$ cat config.mk
export PLATFORM = sky130hd
export DESIGN_NAME = change_payout_ctrl
export DESIGN_NICKNAME = d
export VERILOG_FILES = /design/src/rtl/change_payout_ctrl.sv
export SDC_FILE = /design/constraint.sdc
export NUM_CORES = 1
export LEC_CHECK = 0
export ABC_CLOCK_PERIOD_IN_PS = 4900
export CAP_MARGIN = 20
export CORE_MARGIN = 2
export CORE_UTILIZATION = 55
export DETAILED_ROUTE_END_ITERATION = 16
export PLACE_DENSITY = 0.85
export SKIP_LAST_GASP = 1
export SLEW_MARGIN = 25
export SYNTH_ARGS = -nofsm -noshare
export SYNTH_HDL_FRONTEND = slang
export SYNTH_SLANG_ARGS = --single-unit
$ cat constraint.sdc
create_clock -name in_clka -period 4.9 [get_ports in_clka]
set_input_delay 1.47 -clock in_clka [delete_from_list [all_inputs] [get_ports in_clka]]
set_output_delay 1.47 -clock in_clka [all_outputs]
set_load 0.005 [all_outputs]
$ cat src/rtl/change_payout_ctrl.sv
// change_payout_ctrl
// Sequences coin-change payout once a vending transaction finishes. The change
// amount (quarter units, $1 = 4) is paid greedily with $1, $0.50 and $0.25
// coins, one coin per request/ack handshake with the hopper. Per-denomination
// stock counters are kept here, and a shortfall is flagged together with done.
//
// Ports
//   in_clka        rising-edge clock
//   in_restart     synchronous active-high reset
//   in_start       1-cycle start pulse, in_amount sampled on the same edge
//   in_amount      signed change amount in quarter units
//   in_refill      reload every stock to INIT_STOCK (taken only in IDLE)
//   in_hopper_ack  hopper has taken the currently requested coin
//   out_coin_*     one-hot coin request ($1 / $0.50 / $0.25)
//   out_busy       high whenever the controller is not idle
//   out_done       1-cycle pulse at the end of a payout
//   out_short      pulses with out_done when the amount was not fully paid
//   out_remaining  signed amount still owed
//   out_paid_1     $1 coins paid in this payout, saturating at 255
//   out_stock_*    coins left per denomination
module change_payout_ctrl #(
    parameter int CNT_W      = 8,
    parameter int INIT_STOCK = 10,
    parameter int TIMEOUT    = 15
) (
    input  logic             in_clka,
    input  logic             in_restart,
    input  logic             in_start,
    input  logic [15:0]      in_amount,
    input  logic             in_refill,
    input  logic             in_hopper_ack,
    output logic             out_coin_1,
    output logic             out_coin_05,
    output logic             out_coin_025,
    output logic             out_busy,
    output logic             out_done,
    output logic             out_short,
    output logic [15:0]      out_remaining,
    output logic [7:0]       out_paid_1,
    output logic [CNT_W-1:0] out_stock_1,
    output logic [CNT_W-1:0] out_stock_05,
    output logic [CNT_W-1:0] out_stock_025
);

    localparam int                 TMO_W      = $clog2(TIMEOUT + 1);
    localparam logic [TMO_W-1:0]   TMO_LAST   = TMO_W'(TIMEOUT - 1);
    localparam logic [TMO_W-1:0]   TMO_ZERO   = TMO_W'(0);
    localparam logic [TMO_W-1:0]   TMO_ONE    = TMO_W'(1);
    localparam logic [CNT_W-1:0]   STK_INIT   = CNT_W'(INIT_STOCK);
    localparam logic [CNT_W-1:0]   STK_ZERO   = CNT_W'(0);
    localparam logic [CNT_W-1:0]   STK_ONE    = CNT_W'(1);

    typedef enum logic [1:0] {
        S_IDLE   = 2'd0,
        S_SELECT = 2'd1,
        S_WAIT   = 2'd2,
        S_FINISH = 2'd3
    } state_t;

    state_t             state_q;
    logic [2:0]         req_q;          // {$1, $0.50, $0.25}
    logic               busy_q;
    logic               done_q;
    logic               short_q;
    logic               short_pend_q;   // shortfall decided before FINISH
    logic [15:0]        rem_q;
    logic [7:0]         paid_1_q;
    logic [CNT_W-1:0]   stock_1_q;
    logic [CNT_W-1:0]   stock_05_q;
    logic [CNT_W-1:0]   stock_025_q;
    logic [TMO_W-1:0]   tmo_q;
    logic [2:0]         coin_sel_d;

    // Value in quarter units of the coin encoded by a one-hot request.
    function automatic logic [15:0] coin_value(input logic [2:0] req);
        logic [15:0] v;
        case (req)
            3'b100:  v = 16'd4;
            3'b010:  v = 16'd2;
            3'b001:  v = 16'd1;
            default: v = 16'd0;
        endcase
        return v;
    endfunction

    // Increment that sticks at the all-ones value.
    function automatic logic [7:0] sat_inc8(input logic [7:0] v);
        return (v == 8'hFF) ? v : v + 8'd1;
    endfunction

    // Greedy choice: largest coin that fits the remaining amount and is in stock.
    always_comb begin
        coin_sel_d = 3'b000;
        if (($signed(rem_q) >= 16'sd4) && (stock_1_q != STK_ZERO)) begin
            coin_sel_d = 3'b100;
        end else if (($signed(rem_q) >= 16'sd2) && (stock_05_q != STK_ZERO)) begin
            coin_sel_d = 3'b010;
        end else if (($signed(rem_q) >= 16'sd1) && (stock_025_q != STK_ZERO)) begin
            coin_sel_d = 3'b001;
        end else begin
            coin_sel_d = 3'b000;
        end
    end

    // Payout state machine; every output is a flop updated here.
    always_ff @(posedge in_clka) begin
        if (in_restart) begin
            state_q      <= S_IDLE;
            req_q        <= 3'b000;
            busy_q       <= 1'b0;
            done_q       <= 1'b0;
            short_q      <= 1'b0;
            short_pend_q <= 1'b0;
            rem_q        <= 16'd0;
            paid_1_q     <= 8'd0;
            stock_1_q    <= STK_INIT;
            stock_05_q   <= STK_INIT;
            stock_025_q  <= STK_INIT;
            tmo_q        <= TMO_ZERO;
        end else begin
            done_q  <= 1'b0;
            short_q <= 1'b0;
            case (state_q)
                S_IDLE: begin
                    if (in_start) begin
                        rem_q    <= in_amount;
                        paid_1_q <= 8'd0;
                        busy_q   <= 1'b1;
                        if ($signed(in_amount) > 16'sd0) begin
                            state_q <= S_SELECT;
                        end else begin
                            // zero owes nothing; negative can never be paid
                            short_pend_q <= in_amount[15];
                            state_q      <= S_FINISH;
                        end
                    end else if (in_refill) begin
                        stock_1_q   <= STK_INIT;
                        stock_05_q  <= STK_INIT;
                        stock_025_q <= STK_INIT;
                    end
                end
                S_SELECT: begin
                    tmo_q <= TMO_ZERO;
                    if (rem_q == 16'd0) begin
                        short_pend_q <= 1'b0;
                        state_q      <= S_FINISH;
                    end else if (coin_sel_d != 3'b000) begin
                        req_q   <= coin_sel_d;
                        state_q <= S_WAIT;
                    end else begin
                        short_pend_q <= 1'b1;
                        state_q      <= S_FINISH;
                    end
                end
                S_WAIT: begin
                    if (in_hopper_ack) begin
                        req_q   <= 3'b000;
                        rem_q   <= rem_q - coin_value(req_q);
                        state_q <= S_SELECT;
                        case (req_q)
                            3'b100: begin
                                stock_1_q <= stock_1_q - STK_ONE;
                                paid_1_q  <= sat_inc8(paid_1_q);
                            end
                            3'b010:  stock_05_q  <= stock_05_q - STK_ONE;
                            3'b001:  stock_025_q <= stock_025_q - STK_ONE;
                            default: stock_1_q   <= stock_1_q;
                        endcase
                    end else if (tmo_q == TMO_LAST) begin
                        // hopper stalled: give up, this coin is not counted
                        req_q        <= 3'b000;
                        short_pend_q <= 1'b1;
                        state_q      <= S_FINISH;
                    end else begin
                        tmo_q <= tmo_q + TMO_ONE;
                    end
                end
                S_FINISH: begin
                    done_q  <= 1'b1;
                    short_q <= short_pend_q;
                    busy_q  <= 1'b0;
                    state_q <= S_IDLE;
                end
                default: begin
                    req_q   <= 3'b000;
                    busy_q  <= 1'b0;
                    state_q <= S_IDLE;
                end
            endcase
        end
    end

    assign out_coin_1    = req_q[2];
    assign out_coin_05   = req_q[1];
    assign out_coin_025  = req_q[0];
    assign out_busy      = busy_q;
    assign out_done      = done_q;
    assign out_short     = short_q;
    assign out_remaining = rem_q;
    assign out_paid_1    = paid_1_q;
    assign out_stock_1   = stock_1_q;
    assign out_stock_05  = stock_05_q;
    assign out_stock_025 = stock_025_q;

endmodule

## After elaboration in Yosys (flattened, before gate mapping)

Cells that the tools add are included.

- Add/sub/neg operators: 6
- Order comparisons: 4
- Equal/unequal tests: 24
- Mux-type cells: 51
- Bitwise logic cells: 1
- Reduce and logical (&&, ||, !) cells: 24

Operators with widths:

| operator | number |
|---|---|
| 8-bit 2-to-1 mux | 12 |
| 16-bit 2-to-1 mux | 5 |
| 8-bit case mux with 2 select lines | 4 |
| 16-bit case mux with 2 select lines | 1 |
| 8-bit nonzero test | 3 |
| 8-bit by 1-bit subtractor with 8-bit output (second input constant) | 3 |
| 2-bit != test (second input constant) | 11 |
| 5-bit AND reduction | 4 |
| 16-bit by 2-bit >= comparator with 1-bit output (second input constant) | 1 |
| 16-bit by 3-bit >= comparator with 1-bit output (second input constant) | 1 |
| 16-bit by 4-bit >= comparator with 1-bit output (second input constant) | 1 |
| 16-bit by 1-bit > comparator with 1-bit output (second input constant) | 1 |
| 16-bit logical NOT | 1 |
| 16-bit subtractor | 1 |
| 3-bit 2-to-1 mux | 5 |
| 1-bit 2-to-1 mux | 11 |
| 2-bit 2-to-1 mux | 5 |
| 3-bit case mux with 3 select lines | 1 |
| 8-bit by 1-bit adder with 8-bit output (second input constant) | 1 |
| 8-bit equality test (second input constant) | 1 |
| 4-bit 2-to-1 mux | 2 |
| 2-bit case mux with 4 select lines | 1 |
| 4-bit case mux with 2 select lines | 1 |
| 2-bit by 1-bit != test with 1-bit output (second input constant) | 3 |
| other kinds (21) | 30 |

- Register bits after elaboration: 61
- Input port bits: 21
- Output and inout port bits: 54
- Word-level logic and storage cells: 122

## Depth between registers and ports, before layout

- Depth in word-level cells: 9
- Gate-level depth with buffers: 10
- Depth with buffers taken out: 9

## Least setup slack after synthesis

OpenSTA, ideal clock, no wires.

- Path type: input to register
- From: input in_start
- To: register stock_025_q[0] (netlist: out_stock_025[0])
- Setup time: 0.130 ns
- Arrival time: 2.830 ns
- Data required time: 4.770 ns
- Slack: 1.940 ns
- Stages: 6
- Buffers on the path: 2
- Path through: nand2b_1 -> nor3b_1 -> or2_2 -> clkbuf_1 -> clkbuf_1 -> nor2_1

- Longest elaborated chain between the ends: 2

Ends and longest elaborated chain:

| item | line | text |
|---|---|---|
| start: declaration | 28 | `input logic in_start,` |
| 2-bit != test (no source line) | n/a |  |
| 5-bit AND reduction (no source line) | n/a |  |
| end signal: assignment | 166 | `3'b001: stock_025_q <= stock_025_q - STK_ONE;` |
| end: declaration | 70 | `logic [CNT_W-1:0] stock_025_q;` |

No other way between the ends.
A chain may end at the register's enable or synchronous reset.

## Worst setup path in the final report

- From: input in_hopper_ack
- To: register paid_1_q[3] (netlist: out_paid_1[3])

- Longest elaborated chain between the ends: 2

Ends and longest elaborated chain:

| item | line | text |
|---|---|---|
| start: declaration | 31 | `input logic in_hopper_ack,` |
| 2-bit != test (no source line) | n/a |  |
| 5-bit AND reduction (no source line) | n/a |  |
| end signal: assignment | 163 | `paid_1_q <= sat_inc8(paid_1_q);` |
| end: declaration | 67 | `logic [7:0] paid_1_q;` |

No other way between the ends.

==> qor.tcl <==
set qor(hold_path_class) {register to register}
set qor(pwr_density_cell_nw_per_um2) 554
set qor(post_route_cells_drive_above_1_share_pct) 6.23
set qor(crit-reg2reg-launch) {req_q[1]}
set qor(worst_hold_startpoint) {tmo_q[1]}
set qor(routed_wl_um) 9310
set qor(r2r_cells) 8
set qor(cts-root-to-sink-buffers) 2
set qor(die-height_um) 84.0
set qor(diodes_inserted) 0
set qor(worst_pin_slew_ps) 641
set qor(dr.pass1.iters) 6
set qor(worstSetupStartpointType) {primary input}
set qor(clock_insertion_delay_worst_skew_ps) 350
set qor(synth-async-reset-ratio_pct) 0
set qor(mappedNetlistArea_um2) 3520
set qor(tcrit_tclk_final_pct) 67.9
set qor(grt_start_max_net_pins) 53
set qor(relSlewSlack_pct) 56.9
set qor(post_cts_setup_driven_buffer_insertion_count) 0
set qor(dieWidth_um) 84.0
set qor(initialDrtViolationCount) 361
set qor(first_global_vias) 3340
set qor(core_region_area_um2) 6280
set qor(dr_total_vias) 3527
set qor(ctsHoldBuffers) 0
set qor(critical_path_peak_fanout) 10
set qor(port_buffers) 74
set qor(global_route.usage.total_pct) 28.0
set qor(regToRegSetupSlack_ps) 2210
set qor(detail_route.drc_violations) 0
set qor(ys_warn_count) 0
set qor(viasPerCell) 5.97
set qor(tritoncts) {built}
set qor(placement.cell_area_um2) 4290
set qor(worst_r2r_endpoint) {out_remaining[15]}
set qor(gpl.final_weighted_congestion) 0.886
set qor(status) {complete, no violations}
set qor(worstSetupEndpointType) {register}
set qor(max_freq_mhz) 301
set qor(timing.hold.worst_path_depth) 2
set qor(cts_buffers) 9
set qor(ys_ff_latch) 61
set qor(sequential_cell_area_um2) 1220
set qor(cp.arrival_ps) 3610
set qor(max-vdd-ir-drop_v) 0.000320
set qor(route.antenna.remaining_nets) 0
set qor(postCtsResizedCells) 0
set qor(rsz0062_at_grt) {false}
set qor(post_synth_inst_count) 442
set qor(whs_endpoint) {tmo_q[1]}
set qor(htreeDepth) 3
set qor(grt_overflow_total) 0
set qor(layout.nets) 547
set qor(critical_path_required_ps) 5180
set qor(multi_input_area_um2) 2150
set qor(synth_nets) 480
set qor(fin_crit_ps) 3330
set qor(fillerInstances) 523
set qor(core.rowCount) 29
set qor(criticalPathCategory) {primary input to register}
set qor(timing.final.max_slew_violations) 0
set qor(synth_enable_flop_cells) 0
set qor(maxCapViolations) 0
set qor(power.leakage_nw) 1.64
set qor(io-pin-count) 75
set qor(final_std_cell_area_no_fill_um2) 4530
set qor(floorplan.initialDensity_pct) 56.1
set qor(fin_skew_ps) 7.87
set qor(synth_seq_area_share_pct) 34.7
set qor(ys_dominant_reg_cell) {sky130_fd_sc_hd__dfxtp_1}
set qor(cts_sinks) 61
set qor(dp_hpwl_um) 6510
set qor(clkTransAtPathRegs_ps) 70
set qor(setup-tns-final_ps) 0
set qor(grt_antenna_before_repair) 0
set qor(final-setup-viol-count) 0
set qor(cts_root_buf) {sky130_fd_sc_hd__clkbuf_8}
set qor(final_hold_viol_count) 0
set qor(wl_per_cell_um) 15.7
set qor(grt_pass1_wl_um) 16100
set qor(syn_area_per_cell_um2) 7.97
set qor(area_growth_pct) 28.6
set qor(fp.dieArea_um2) 7060
set qor(count_of_unique_library_cells_instantiated_by_yosys) 60
-- logic make-up (layout without fill, tap and decap cells) --
group | Yosys count | count (layout) | synth area share, %
simple gates | 208 | 208 | 30.4
compound gates | 92 | 92 | 17.2
flops | 61 | 61 | 34.7
buf+inv | 35 | 107 | 4.12
xor+xnor | 24 | 24 | 5.97
fa+ha+maj | 17 | 17 | 6.25
mux | 5 | 5 | 1.42
-- sequential cells by signal, summed over array words and instances, names as in the netlist, 2 cells and up --
| register | flops |
|---|---|
| out_remaining | 16 |
| state_q | 2 |
| tmo_q | 4 |
| out_stock_05 | 8 |
| out_stock_1 | 8 |
| req_q | 3 |
| out_paid_1 | 8 |
| out_stock_025 | 8 |
-- power breakdown --
group	total, W	switching (W)	internal, W
clock network	0.000552	0.000201	0.000351
logic	0.00124	0.000728	0.000514
registers	0.000716	0.000132	0.000584
total	0.00251	0.00106	0.00145
-- critical path, stage by stage --
cell and delay [ps]:
sky130_fd_sc_hd__clkdlybuf4s50_1 520, sky130_fd_sc_hd__mux2i_1 220, sky130_fd_sc_hd__nor2_1 510, sky130_fd_sc_hd__o21ai_1 320, sky130_fd_sc_hd__or3_1 410, sky130_fd_sc_hd__a21oi_1 150
-- per-layer routing --
metal	global-route usage [%]	wire length (um)	vias up
li1	-	-	1709
met1	37.5	4130	1649
met2	44.8	4330	149
met3	6.53	674	20
met4	8.94	170	0
met5	0	0	-
-- area by class of cell --
class | count | area share, %
clock buffer | 12 | 3.21
clock inverter | 4 | 2.10
sequential | 61 | 27.0
inverter | 14 | 1.16
tap | 77 | 2.13
timing repair buffer | 77 | 16.9
multi-input combinational | 346 | 47.6
-- worst max-delay path by stage --
stage / start / to / slack (ps) / depth (start not counted)
after global routing: in_hopper_ack / out_paid_1[7] / 1360 / 7
after floorplan: in_start / out_stock_025[0] / 1940 / 6
after global placement: in_hopper_ack / out_paid_1[3] / 1360 / 6
final: in_hopper_ack / out_paid_1[3] / 1570 / 6
after detailed placement: in_hopper_ack / out_paid_1[3] / 1260 / 6
after CTS: in_hopper_ack / out_paid_1[3] / 1620 / 6
-- synth_stat cells, types with 2 or more instances --
| library cell | n | area share [%] |
|---|---|---|
| sky130_fd_sc_hd__ha_1 | 16 | 5.7 |
| sky130_fd_sc_hd__a21oi_1 | 27 | 3.8 |
| sky130_fd_sc_hd__inv_1 | 14 | 1.5 |
| sky130_fd_sc_hd__dfxtp_1 | 61 | 35 |
| sky130_fd_sc_hd__nor4_1 | 15 | 2.7 |
| sky130_fd_sc_hd__nand3b_1 | 2 | 0.43 |
| sky130_fd_sc_hd__a31oi_1 | 6 | 1.1 |
| sky130_fd_sc_hd__a211oi_1 | 9 | 1.9 |
| sky130_fd_sc_hd__and3_1 | 3 | 0.53 |
| sky130_fd_sc_hd__a21o_1 | 5 | 1.1 |
| sky130_fd_sc_hd__or3_1 | 4 | 0.71 |
| sky130_fd_sc_hd__xor2_1 | 13 | 3.2 |
| sky130_fd_sc_hd__or3_4 | 2 | 0.64 |
| sky130_fd_sc_hd__nand4_1 | 4 | 0.71 |
| sky130_fd_sc_hd__a41oi_1 | 3 | 0.75 |
| sky130_fd_sc_hd__and2_1 | 2 | 0.36 |
| sky130_fd_sc_hd__nor3_1 | 14 | 2.0 |
| sky130_fd_sc_hd__o22ai_1 | 3 | 0.53 |
| sky130_fd_sc_hd__nand2b_1 | 9 | 1.6 |
| sky130_fd_sc_hd__o31ai_1 | 3 | 0.64 |
| sky130_fd_sc_hd__clkbuf_1 | 16 | 1.7 |
| sky130_fd_sc_hd__o21ai_0 | 17 | 2.4 |
| sky130_fd_sc_hd__xnor2_1 | 11 | 2.7 |
| sky130_fd_sc_hd__or2_2 | 3 | 0.53 |
| sky130_fd_sc_hd__nand4b_1 | 5 | 1.2 |
| sky130_fd_sc_hd__a22oi_1 | 2 | 0.43 |
| sky130_fd_sc_hd__nor2_1 | 64 | 6.8 |
| sky130_fd_sc_hd__a2bb2oi_1 | 2 | 0.50 |
| sky130_fd_sc_hd__nor2b_1 | 5 | 0.89 |
| sky130_fd_sc_hd__or3b_2 | 2 | 0.50 |
| sky130_fd_sc_hd__o211ai_1 | 4 | 0.85 |
| sky130_fd_sc_hd__nor3b_1 | 3 | 0.64 |
| sky130_fd_sc_hd__nor2_2 | 2 | 0.36 |
| sky130_fd_sc_hd__nand3_1 | 18 | 2.6 |
| sky130_fd_sc_hd__buf_2 | 2 | 0.28 |
| sky130_fd_sc_hd__nand2_1 | 43 | 4.6 |
| sky130_fd_sc_hd__mux2i_1 | 5 | 1.4 |
-- per-stage QoR --
step | power (W) | setup slack [ps] | hold slack, ps | std cells | util (%)
after floorplan | 0.00156 | 1940 | 431 | 442 | -
after global placement | 0.00189 | 1360 | 485 | 575 | 68.3
after detailed placement | 0.00193 | 1260 | 490 | 575 | 68.3
after CTS | 0.00249 | 1620 | 500 | 591 | 72.1
after global routing | 0.00269 | 1360 | 519 | 591 | 72.1
final | 0.00251 | 1570 | 506 | 591 | 72.1
-- cell usage in the layout, fill, tap and decap left out, drive strengths merged, types with 4 or more instances in the layout --
cell type,synthesis,layout
clkdlybuf4s50,0,74
a21oi,27,27
clkbuf,16,12
xnor2,11,11
a211oi,9,9
nand2,43,43
nor2b,5,5
nor2,66,66
nor3,15,15
a31oi,6,6
nand3,18,18
nand2b,9,9
dfxtp,61,61
a21o,5,5
o211ai,4,4
ha,16,16
xor2,13,13
nand4,4,4
inv,14,14
nor4,16,16
nand4b,5,5
o21ai,19,19
mux2i,5,5
or3,6,6
Note: power is estimated with default switching activity, not from simulation.
